===== src/rtl/ws2812_pattern_driver.sv =====
`timescale 1ns/1ps
// WS2812B chain driver: serialises NUM_LEDS GRB pixels from an external source or an
// internal solid/chase/rainbow pattern, with global brightness scaling and a frame phase.
module ws2812_pattern_driver #(
  parameter int unsigned NUM_LEDS     = 8,
  parameter int unsigned SYSTEM_CLOCK = 25000000,
  parameter int unsigned RESET_US     = 80,
  localparam int unsigned AW = ($clog2(NUM_LEDS) > 1) ? $clog2(NUM_LEDS) : 1
) (
  input  logic          clk,
  input  logic          reset,
  input  logic          enable,
  input  logic [1:0]    mode,
  input  logic [7:0]    brightness,
  input  logic [7:0]    red_in,
  input  logic [7:0]    green_in,
  input  logic [7:0]    blue_in,
  output logic [AW-1:0] address,
  output logic          DO,
  output logic          busy,
  output logic          frame_done,
  output logic [7:0]    phase
);

  localparam int unsigned CYC_BIT  = SYSTEM_CLOCK / 800000;
  localparam int unsigned CYC_T0H  = SYSTEM_CLOCK / 2500000;
  localparam int unsigned CYC_T1H  = SYSTEM_CLOCK / 1250000;
  localparam int unsigned CYC_RST  = (SYSTEM_CLOCK / 1000000) * RESET_US;
  localparam int unsigned HUE_STEP = 256 / NUM_LEDS;
  localparam int unsigned CNT_MAX  = (CYC_RST > CYC_BIT) ? CYC_RST : CYC_BIT;
  localparam int unsigned CW       = $clog2(CNT_MAX + 1);

  localparam logic [CW-1:0] BIT_LAST = CW'(CYC_BIT - 1);
  localparam logic [CW-1:0] RST_LAST = CW'(CYC_RST - 1);
  localparam logic [CW-1:0] T0H      = CW'(CYC_T0H);
  localparam logic [CW-1:0] T1H      = CW'(CYC_T1H);
  localparam logic [AW-1:0] IDX_LAST = AW'(NUM_LEDS - 1);
  localparam logic [7:0]    HUE8     = 8'(HUE_STEP);

  typedef enum logic [2:0] {StIdle, StFetch, StLoad, StSend, StLatch} state_e;

  state_e        r_state, w_state_n;
  logic [CW-1:0] r_cnt, w_cnt_n;
  logic [4:0]    r_bit, w_bit_n;
  logic [AW-1:0] r_idx, w_idx_n;
  logic [23:0]   r_shift, w_shift_n;
  logic [1:0]    r_mode, w_mode_n;
  logic [7:0]    r_bright, w_bright_n;
  logic [23:0]   r_base, w_base_n;
  logic [7:0]    r_phase, w_phase_n;
  logic          r_do, w_do_n;
  logic          w_done;

  logic [23:0]   w_cap, w_solid, w_col, w_pixel;
  logic [31:0]   w_lit;
  logic [7:0]    w_hue;

  function automatic logic [7:0] scale(input logic [7:0] c, input logic [7:0] b);
    logic [15:0] p;
    p = {8'd0, c} * ({8'd0, b} + 16'd1);
    return 8'(p >> 8);
  endfunction

  // Colour wheel, returned as {R,G,B}.
  function automatic logic [23:0] wheel(input logic [7:0] h);
    logic [7:0] k;
    k = 8'd0;
    if (h < 8'd85) begin
      return {8'd255 - h * 8'd3, h * 8'd3, 8'd0};
    end else if (h < 8'd170) begin
      k = h - 8'd85;
      return {8'd0, 8'd255 - k * 8'd3, k * 8'd3};
    end else begin
      k = h - 8'd170;
      return {k * 8'd3, 8'd0, 8'd255 - k * 8'd3};
    end
  endfunction

  always_comb begin
    w_col   = 24'd0;
    w_cap   = {red_in, green_in, blue_in};
    w_solid = (r_idx == '0) ? w_cap : r_base;
    w_lit   = {24'd0, r_phase} % NUM_LEDS;
    w_hue   = r_phase + 8'(r_idx) * HUE8;
    unique case (r_mode)
      2'd0:    w_col = w_cap;
      2'd1:    w_col = w_solid;
      2'd2:    w_col = (w_lit == 32'(r_idx)) ? w_solid : 24'd0;
      default: w_col = wheel(w_hue);
    endcase
    w_pixel = {scale(w_col[15:8], r_bright), scale(w_col[23:16], r_bright),
               scale(w_col[7:0], r_bright)};
  end

  always_comb begin
    w_state_n  = r_state;
    w_cnt_n    = r_cnt;
    w_bit_n    = r_bit;
    w_idx_n    = r_idx;
    w_shift_n  = r_shift;
    w_mode_n   = r_mode;
    w_bright_n = r_bright;
    w_base_n   = r_base;
    w_phase_n  = r_phase;
    w_done     = 1'b0;
    unique case (r_state)
      StIdle: begin
        if (enable) begin
          w_state_n  = StFetch;
          w_idx_n    = '0;
          w_mode_n   = mode;
          w_bright_n = brightness;
        end
      end
      StFetch: w_state_n = StLoad;
      StLoad: begin
        w_shift_n = w_pixel;
        w_cnt_n   = '0;
        w_bit_n   = 5'd0;
        if (r_idx == '0) w_base_n = w_cap;
        w_state_n = StSend;
      end
      StSend: begin
        if (r_cnt == BIT_LAST) begin
          w_cnt_n   = '0;
          w_shift_n = {r_shift[22:0], 1'b0};
          w_bit_n   = r_bit + 5'd1;
          if (r_bit == 5'd23) begin
            w_bit_n = 5'd0;
            if (r_idx == IDX_LAST) begin
              w_state_n = StLatch;
            end else begin
              w_idx_n   = r_idx + 1'b1;
              w_state_n = StFetch;
            end
          end
        end else begin
          w_cnt_n = r_cnt + 1'b1;
        end
      end
      StLatch: begin
        if (r_cnt == RST_LAST) begin
          w_done    = 1'b1;
          w_phase_n = r_phase + 8'd1;
          w_cnt_n   = '0;
          // Restart in the same cycle keeps frames strictly back-to-back.
          if (enable) begin
            w_state_n  = StFetch;
            w_idx_n    = '0;
            w_mode_n   = mode;
            w_bright_n = brightness;
          end else begin
            w_state_n = StIdle;
          end
        end else begin
          w_cnt_n = r_cnt + 1'b1;
        end
      end
      default: w_state_n = StIdle;
    endcase
    // DO is registered from next-state so the pin is glitch-free yet aligned to the state.
    w_do_n = (w_state_n == StSend) && (w_cnt_n < (w_shift_n[23] ? T1H : T0H));
  end

  always_ff @(posedge clk or negedge reset) begin
    if (!reset) begin
      r_state  <= StIdle;
      r_cnt    <= '0;
      r_bit    <= 5'd0;
      r_idx    <= '0;
      r_shift  <= 24'd0;
      r_mode   <= 2'd0;
      r_bright <= 8'd0;
      r_base   <= 24'd0;
      r_phase  <= 8'd0;
      r_do     <= 1'b0;
    end else begin
      r_state  <= w_state_n;
      r_cnt    <= w_cnt_n;
      r_bit    <= w_bit_n;
      r_idx    <= w_idx_n;
      r_shift  <= w_shift_n;
      r_mode   <= w_mode_n;
      r_bright <= w_bright_n;
      r_base   <= w_base_n;
      r_phase  <= w_phase_n;
      r_do     <= w_do_n;
    end
  end

  assign address    = r_idx;
  assign DO         = r_do;
  assign busy       = (r_state != StIdle);
  assign frame_done = w_done;
  assign phase      = r_phase;

endmodule


===== config.mk =====
export PLATFORM = sky130hd
export DESIGN_NAME = ws2812_pattern_driver
export DESIGN_NICKNAME = d
export VERILOG_FILES = /design/src/rtl/ws2812_pattern_driver.sv
export SDC_FILE = /design/constraint.sdc
export NUM_CORES = 1
export LEC_CHECK = 0
export BUFFER_PORTS_ARGS = -buffer_cell sky130_fd_sc_hd__buf_4
export CAP_MARGIN = 20
export CORE_ASPECT_RATIO = 1.4
export CORE_MARGIN = 2
export CORE_UTILIZATION = 60
export DETAILED_ROUTE_END_ITERATION = 7
export GPL_ROUTABILITY_DRIVEN = 0
export PLACE_DENSITY = 0.78
export SLEW_MARGIN = 20
export SYNTH_ARGS = -nofsm -noshare
export SYNTH_HDL_FRONTEND = slang
export SYNTH_SLANG_ARGS = --single-unit

===== constraint.sdc =====
create_clock -name clk -period 11.8 [get_ports clk]
set_clock_uncertainty 0.2 [all_clocks]
set_input_delay 0.59 -clock clk [delete_from_list [all_inputs] [get_ports clk]]
set_output_delay 0.59 -clock clk [all_outputs]
set_load 0.005 [all_outputs]

== Yosys cells after proc, flatten, opt, wreduce, memory -nomap -nowiden ==
Cells that the tools add are included.

* Div/mod/pow operators: 0
* Multiplexer cells: 35
* Shifts and indexed selects: 0
* Equal/unequal tests: 16
* Multipliers: 6
* Reduce and logical (&&, ||, !) cells: 12
* Magnitude comparators: 3
* Add/sub/neg operators: 11
* Bitwise gates (word level): 0

{| class="wikitable"
|+ Operators with widths
! operator !! number
|-
| $mux 24 || 5
|-
| $pmux 24 s3 || 1
|-
| $pmux 24 s2 || 1
|-
| $pmux 11 s3 || 1
|-
| $mul 8x16->16 || 2
|-
| $mux 3 || 10
|-
| $mul 8x2->8 const B || 3
|-
| $sub 8x8->8 const A || 3
|-
| $mux 11 || 2
|-
| $mul 8x9->16 || 1
|-
| $mux 8 || 2
|-
| $pmux 8 s2 || 1
|-
| $mux 5 || 3
|-
| $pmux 3 s5 || 1
|-
| $add 11x1->11 const B || 1
|-
| $eq 11x11->1 const B || 1
|-
| $eq 11x5->1 const B || 1
|-
| $lt 11x5->1 || 1
|-
| $pmux 5 s2 || 1
|-
| $add 8x1->9 const B || 1
|-
| $eq 3x2->1 const B || 3
|-
| $pmux 3 s3 || 1
|-
| $add 8x1->8 const B || 1
|-
| $add 8x8->8 || 1
|-
| other kinds (23) || 35
|}

* Word-level logic and storage cells: 94
* Register bits: 89
* Memory bits (read-only): 0
* RAM bits: 0
* Bits in latches: 0
* Output and inout bits: 14
* Memories: 0
* Input port bits: 37

== Logic depth before layout (Yosys ltp) ==
* Word-level depth: 12
* Depth in mapped cells: 37
* Gate-level depth less buffers: 35

== Worst setup path before layout ==
No wires, ideal clock.

* Path kind: reg2reg
* Start point: register r_idx[0], in the netlist address[0]
* End point: register r_do, in the netlist DO
* Data required time: 11.513 ns
* Stages on the path, launching flop included: 33
* Arrival: 8.111 ns
* Path slack: 3.402 ns
* Library setup time: 0.087 ns
* Clock period less this slack: 8.398 ns
* Buffers on the path: 0
* Cells stage by stage: dfrtp_1 > ha_1 > fa_1 > xnor2_1 > xnor2_1 > inv_2 > ha_1 > o221a_2 > nor2_1 > nand4_1 > nand3_1 > o21bai_1 > nand2_1 > or2_2 > fa_1 > fa_1 > fa_1 > fa_1 > inv_1 > ha_1 > a21o_1 > a211oi_1 > a21oi_1 > o21ai_0 > o31ai_4 > a221o_1 > and3b_1 > nor2_1 > a21oi_1 > ha_1 > a21oi_1 > nand3_1 > a211oi_2

* Word-level cells in the longest chain between the ends: 12
* Elaborated cells on any way between the ends: 25
* Classes of those cells: add/sub (3); mul (3); order compare (3); eq/ne (3); mux (11); reduce/logical (2)

{| class="wikitable"
|+ Ends and longest elaborated chain
! element !! RTL line !! source
|-
| start, declared || 45 || <nowiki>logic [AW-1:0] r_idx, w_idx_n;</nowiki>
|-
| start signal, assigned || 181 || <nowiki>r_idx <= w_idx_n;</nowiki>
|-
| $add 8x8->8 || 84 || <nowiki>w_hue = r_phase + 8'(r_idx) * HUE8;</nowiki>
|-
| $sub 8x7->8 || 71 || <nowiki>k = h - 8'd85;</nowiki>
|-
| $mul 8x2->8 || 72 || <nowiki>return {8'd0, 8'd255 - k * 8'd3, k * 8'd3};</nowiki>
|-
| $sub 8x8->8 || 72 ||
|-
| $mux 24 || 70 || <nowiki>end else if (h < 8'd170) begin</nowiki>
|-
| $mux 24 || 68 || <nowiki>if (h < 8'd85) begin</nowiki>
|-
| $pmux 24 s3 || 85 || <nowiki>unique case (r_mode)</nowiki>
|-
| $mul 8x16->16 || 60 || <nowiki>p = {8'd0, c} * ({8'd0, b} + 16'd1);</nowiki>
|-
| $pmux 24 s2 || 106 || <nowiki>unique case (r_state)</nowiki>
|-
| $mux 5 || 162 || <nowiki>w_do_n = (w_state_n == StSend) && (w_cnt_n < (w_shift_n[23] ? T1H : T0H));</nowiki>
|-
| $lt 11x5->1 || 162 ||
|-
| $logic_and 1x1->1 * || 162 ||
|-
| named net w_do_n || 51 || <nowiki>logic r_do, w_do_n;</nowiki>
|-
| end signal, assigned || 187 || <nowiki>r_do <= w_do_n;</nowiki>
|-
| end, declared || 51 ||
|}

Mark *: on every way through the listed nets, which the timed path passes. The rest lies on a longest branch.
A chain may end at the register's enable or synchronous reset.

== Final worst setup path ==
Ends and elaborated chain as after synthesis.

==> metrics.md <==
| Metric | Value |
|---|---|
| Die height | `approximately 170 microns` |
| Share of flip-flops with an asynchronous set or reset | `100%` |
| Core Area | `19800 sq um` |
| Number of antenna violations at the first check in global routing | `0` |
| Diode count | `0` |
| Highest-count cells in the layout ignoring fill and taps | `178 x sky130_fd_sc_hd__inv_1, 162 x sky130_fd_sc_hd__nor2_1, 137 x sky130_fd_sc_hd__ha_1, 123 x sky130_fd_sc_hd__fa_1, 116 x sky130_fd_sc_hd__nand2_1` |
| Global route total overflow | `0` |
| Dpl hpwl | `about 25000 microns` |
| YS warnings | `0` |
| Most frequent cell on the critical path | `sky130_fd_sc_hd__fa_1` |
| Effective utilization at floorplan | `61.0%` |
| Clock Power Share | `47.7%` |
| Slowest cell on the critical path | `sky130_fd_sc_hd__fa_1` |
| Switching part of the total power | `27.9%` |
| Num CTS Buffers | `9` |
| Post-synthesis average cell area | `8.80 sq um` |
| Commonest non-fill, non-tap cell in the layout | `sky130_fd_sc_hd__inv_1` |
| Data arrival time of the critical path | `around 9.5 ns` |
| Worst-margin pin slew | `1.03 ns` |
| DR vias | `10255` |
| Category of the critical setup timing path | `flop to flop` |
| Clock latency reported for the late side of the worst-skew pair | `0.37 ns` |
| Net count of the mapped netlist | `1667` |
| Clock period minus worst slack | `between 9 and 10 ns` |
| Number of filler cells placed in the layout | `1606` |
| Part of the total power dissipated in combinational logic | `8.1%` |
| Number of port buffers | `50` |
| Status | `complete, no violations` |
| Worst hold-check path type | `primary input to flop` |
| Number of gates resized after CTS | `0` |
| Overall global routing resource usage | `32.6%` |
| Most used flip-flop cell after synthesis | `sky130_fd_sc_hd__dfrtp_1` |
| Critical path's largest stage delay | `0.55 ns` |
| Maximum level of the CTS H-tree | `3` |
| Global-route wire length before repair | `53100 microns` |
| Final ANT Viol Nets | `0` |
| Category of the worst setup path capture point | `flop` |
| Post-layout instance count excluding filler cells | `1669` |
| Root buffer cell | `sky130_fd_sc_hd__clkbuf_16` |
| Setup TNS | `0 ns` |
| Register area share after synthesis | `18.5%` |
| Register bit total from synthesis | `89` |
| Detailed-route wire length per cell | `19.2 microns` |
| Final number of hold-violating endpoints | `0` |
| Number of core rows | `around 60` |
| Kind of start point of the critical path | `flop` |
| Buffers from clock root to sink, at most | `2` |
| Clock transition time at the flip-flop clock pins of the worst setup and hold paths | `0.08 ns` |
| Share of power burned in registers | `44.2%` |
| Slew HR | `31.1%` |
| Detailed-routing iteration count for the pre-antenna-repair pass | `7` |
| Highest attainable clock frequency | `0.106 GHz` |
| Aggregate routed wire length | `between 30000 and 40000 microns` |
| Synthesis-to-finish area growth | `8.44%` |
| Post-Place Cells | `1651` |
| Required time at the endpoint of the critical path | `11.88 ns` |
| Total of endpoints with negative setup slack in the final report | `0` |
| Die outline area | `21300 sq um` |
| Final worst-path cycle share | `80.0%` |
| Count of routing violations after the opening detailed-route iteration | `between 700 and 800` |
| Die boundary width | `124 microns` |
| Worst-path fanout max | `11` |
| Count of different cell masters after synthesis | `78` |
| Net switching component of the power | `192 uW` |
| Number of flops mapped to enable cells by yosys | `0` |
| Power density over the cells | `~53 nW/um^2` |
| Largest vdd supply drop | `0.0630 mV` |
| CTS tree | `yes` |
| RSZ-0062 raised after global routing | `false` |
| Nets | `1709` |
| Number of design rule violations left after detail routing | `0` |
| Boundary pin count | `51` |
| Hold_ws | `between 0.2 and 0.25 ns` |
| Mapped cell area | `roughly 12000 sq um` |
| Leakage | `0.00668 uW` |
| Vias in the first global route | `10602` |
| Final slew viol count | `0` |
| Share of final-layout standard cells stronger than drive strength 1 | `11.4%` |
| Vias per cell | `6.14` |
| Cell-internal power | `497 uW` |
| Largest net degree at the start of global routing | `65` |
| Max cap viols | `0` |
| End-of-flow core utilization | `about two thirds` |
| Sinks on Clock Net | `89` |
| Count of mapped cells out of synthesis | `roughly 1400` |
-- cell usage after synthesis (all sizes together) (6+ instances only) --
cell type  count  area [sq um]
a211oi         6          50.1
buf           10          56.3
nand2b        24           150
nand3         36           180
a31oi          7          43.8
a221o         11           110
a22oi         17           128
fa           123          2460
and3           9          56.3
o21ai         66           330
or3            9          61.3
clkbuf        35           131
dfrtp         89          2230
a21oi         46           230
nor2         163           612
xnor2         57           499
mux2          34           383
a221oi         6          52.6
a21o          22           165
nor2b         13          81.3
inv          179           672
ha           137          1710
xor2          19           166
or2           21           134
o31ai         10           108
and2           8          50.1
nand2        116           435
nor3          19          95.1
-- power groups by stage --
stage	Combinational (uW)	Sequential, uW	Clock [uW]
after global routing	61.4	305	338
after detailed placement	54.6	311	0
after floorplan	24.5	311	0
after global placement	53.3	311	0
final	55.4	305	328
after CTS	55.1	305	328
-- worst max-delay path, delay by kind of cell (launching register included) --
kind,cells,cell delay [ns]
fa+ha+maj,9,3.58
simple gates,7,1.48
buf+inv,2,0.23
xor+xnor,2,0.65
compound gates,12,2.77
flops,1,0.46
-- routing by layer --
metal | track usage, % | routed length [microns] | vias up
li1 | - | - | 4663
met1 | 38.1 | 11900 | 5035
met2 | 55.5 | 16000 | 431
met3 | 4.91 | 1970 | 126
met4 | 20.4 | 2140 | 0
met5 | 0 | 0 | -
-- cell type report --
class                      count  area, sq um  area share, %
tap                          252          315           2.41
inverter                     179          672           5.14
clock buffer                   9          225           1.72
timing repair buffer          76          566           4.32
clock inverter                 7         96.3          0.737
sequential                    89         2230           17.0
multi-input combinational   1057         8970           68.6
-- stage by stage --
| step | total power (uW) | area, sq um | worst slack (ns) |
|---|---|---|---|
| after global routing | 704 | 13100 | 1.80 |
| after detailed placement | 365 | 12700 | 2.42 |
| final | 689 | 13100 | 2.36 |
| after global placement | 364 | 12700 | 2.74 |
| after floorplan | 335 | 12100 | 3.40 |
| after CTS | 688 | 13100 | 2.35 |
-- cells by family after synthesis --
group	after synthesis	share of synthesized area, %
muxes	35	3.26
xor gates and xnor gates	77	5.71
adders and majority gates	260	34.6
DFF	89	18.5
buffers and inverters	224	7.13
and+or+nand+nor	440	16.8
AOI/OAI and AO/OA	245	14.0
-- registers in the layout, summed over array words and instances (netlist names), 3 cells and up --
signal and cells:
r_base 24, phase 8, r_bright 8, address 3, r_shift 24, r_bit 5, r_cnt 11, r_state 3
-- final timing paths --
| kind | cells past startpoint | to | from | slack, ns |
|---|---|---|---|---|
| max in group asynchronous | 3 | phase[0]$_DFFE_PN0P_ | reset | 9.73 |
| max reg2reg | 32 | DO$_DFF_PN0_ | address[0]$_DFFE_PN0P_ | 2.36 |
| min | 2 | r_bright[1]$_DFFE_PN0P_ | brightness[1] | 0.25 |
| max | 32 | DO$_DFF_PN0_ | address[0]$_DFFE_PN0P_ | 2.36 |
| min reg2reg | 2 | r_shift[5]$_DFFE_PN0P_ | r_shift[4]$_DFFE_PN0P_ | 0.30 |
| min in group asynchronous | 2 | r_shift[0]$_DFFE_PN0P_ | reset | 0.47 |
-- what timing repair did --
action | CTS | global route
setup endpoints to repair | 0 | 0
setup buffers | 0 | 0
hold endpoints to repair | 25 | 0
hold buffers | 1 | 0
Power figures use the tool's default switching activity.
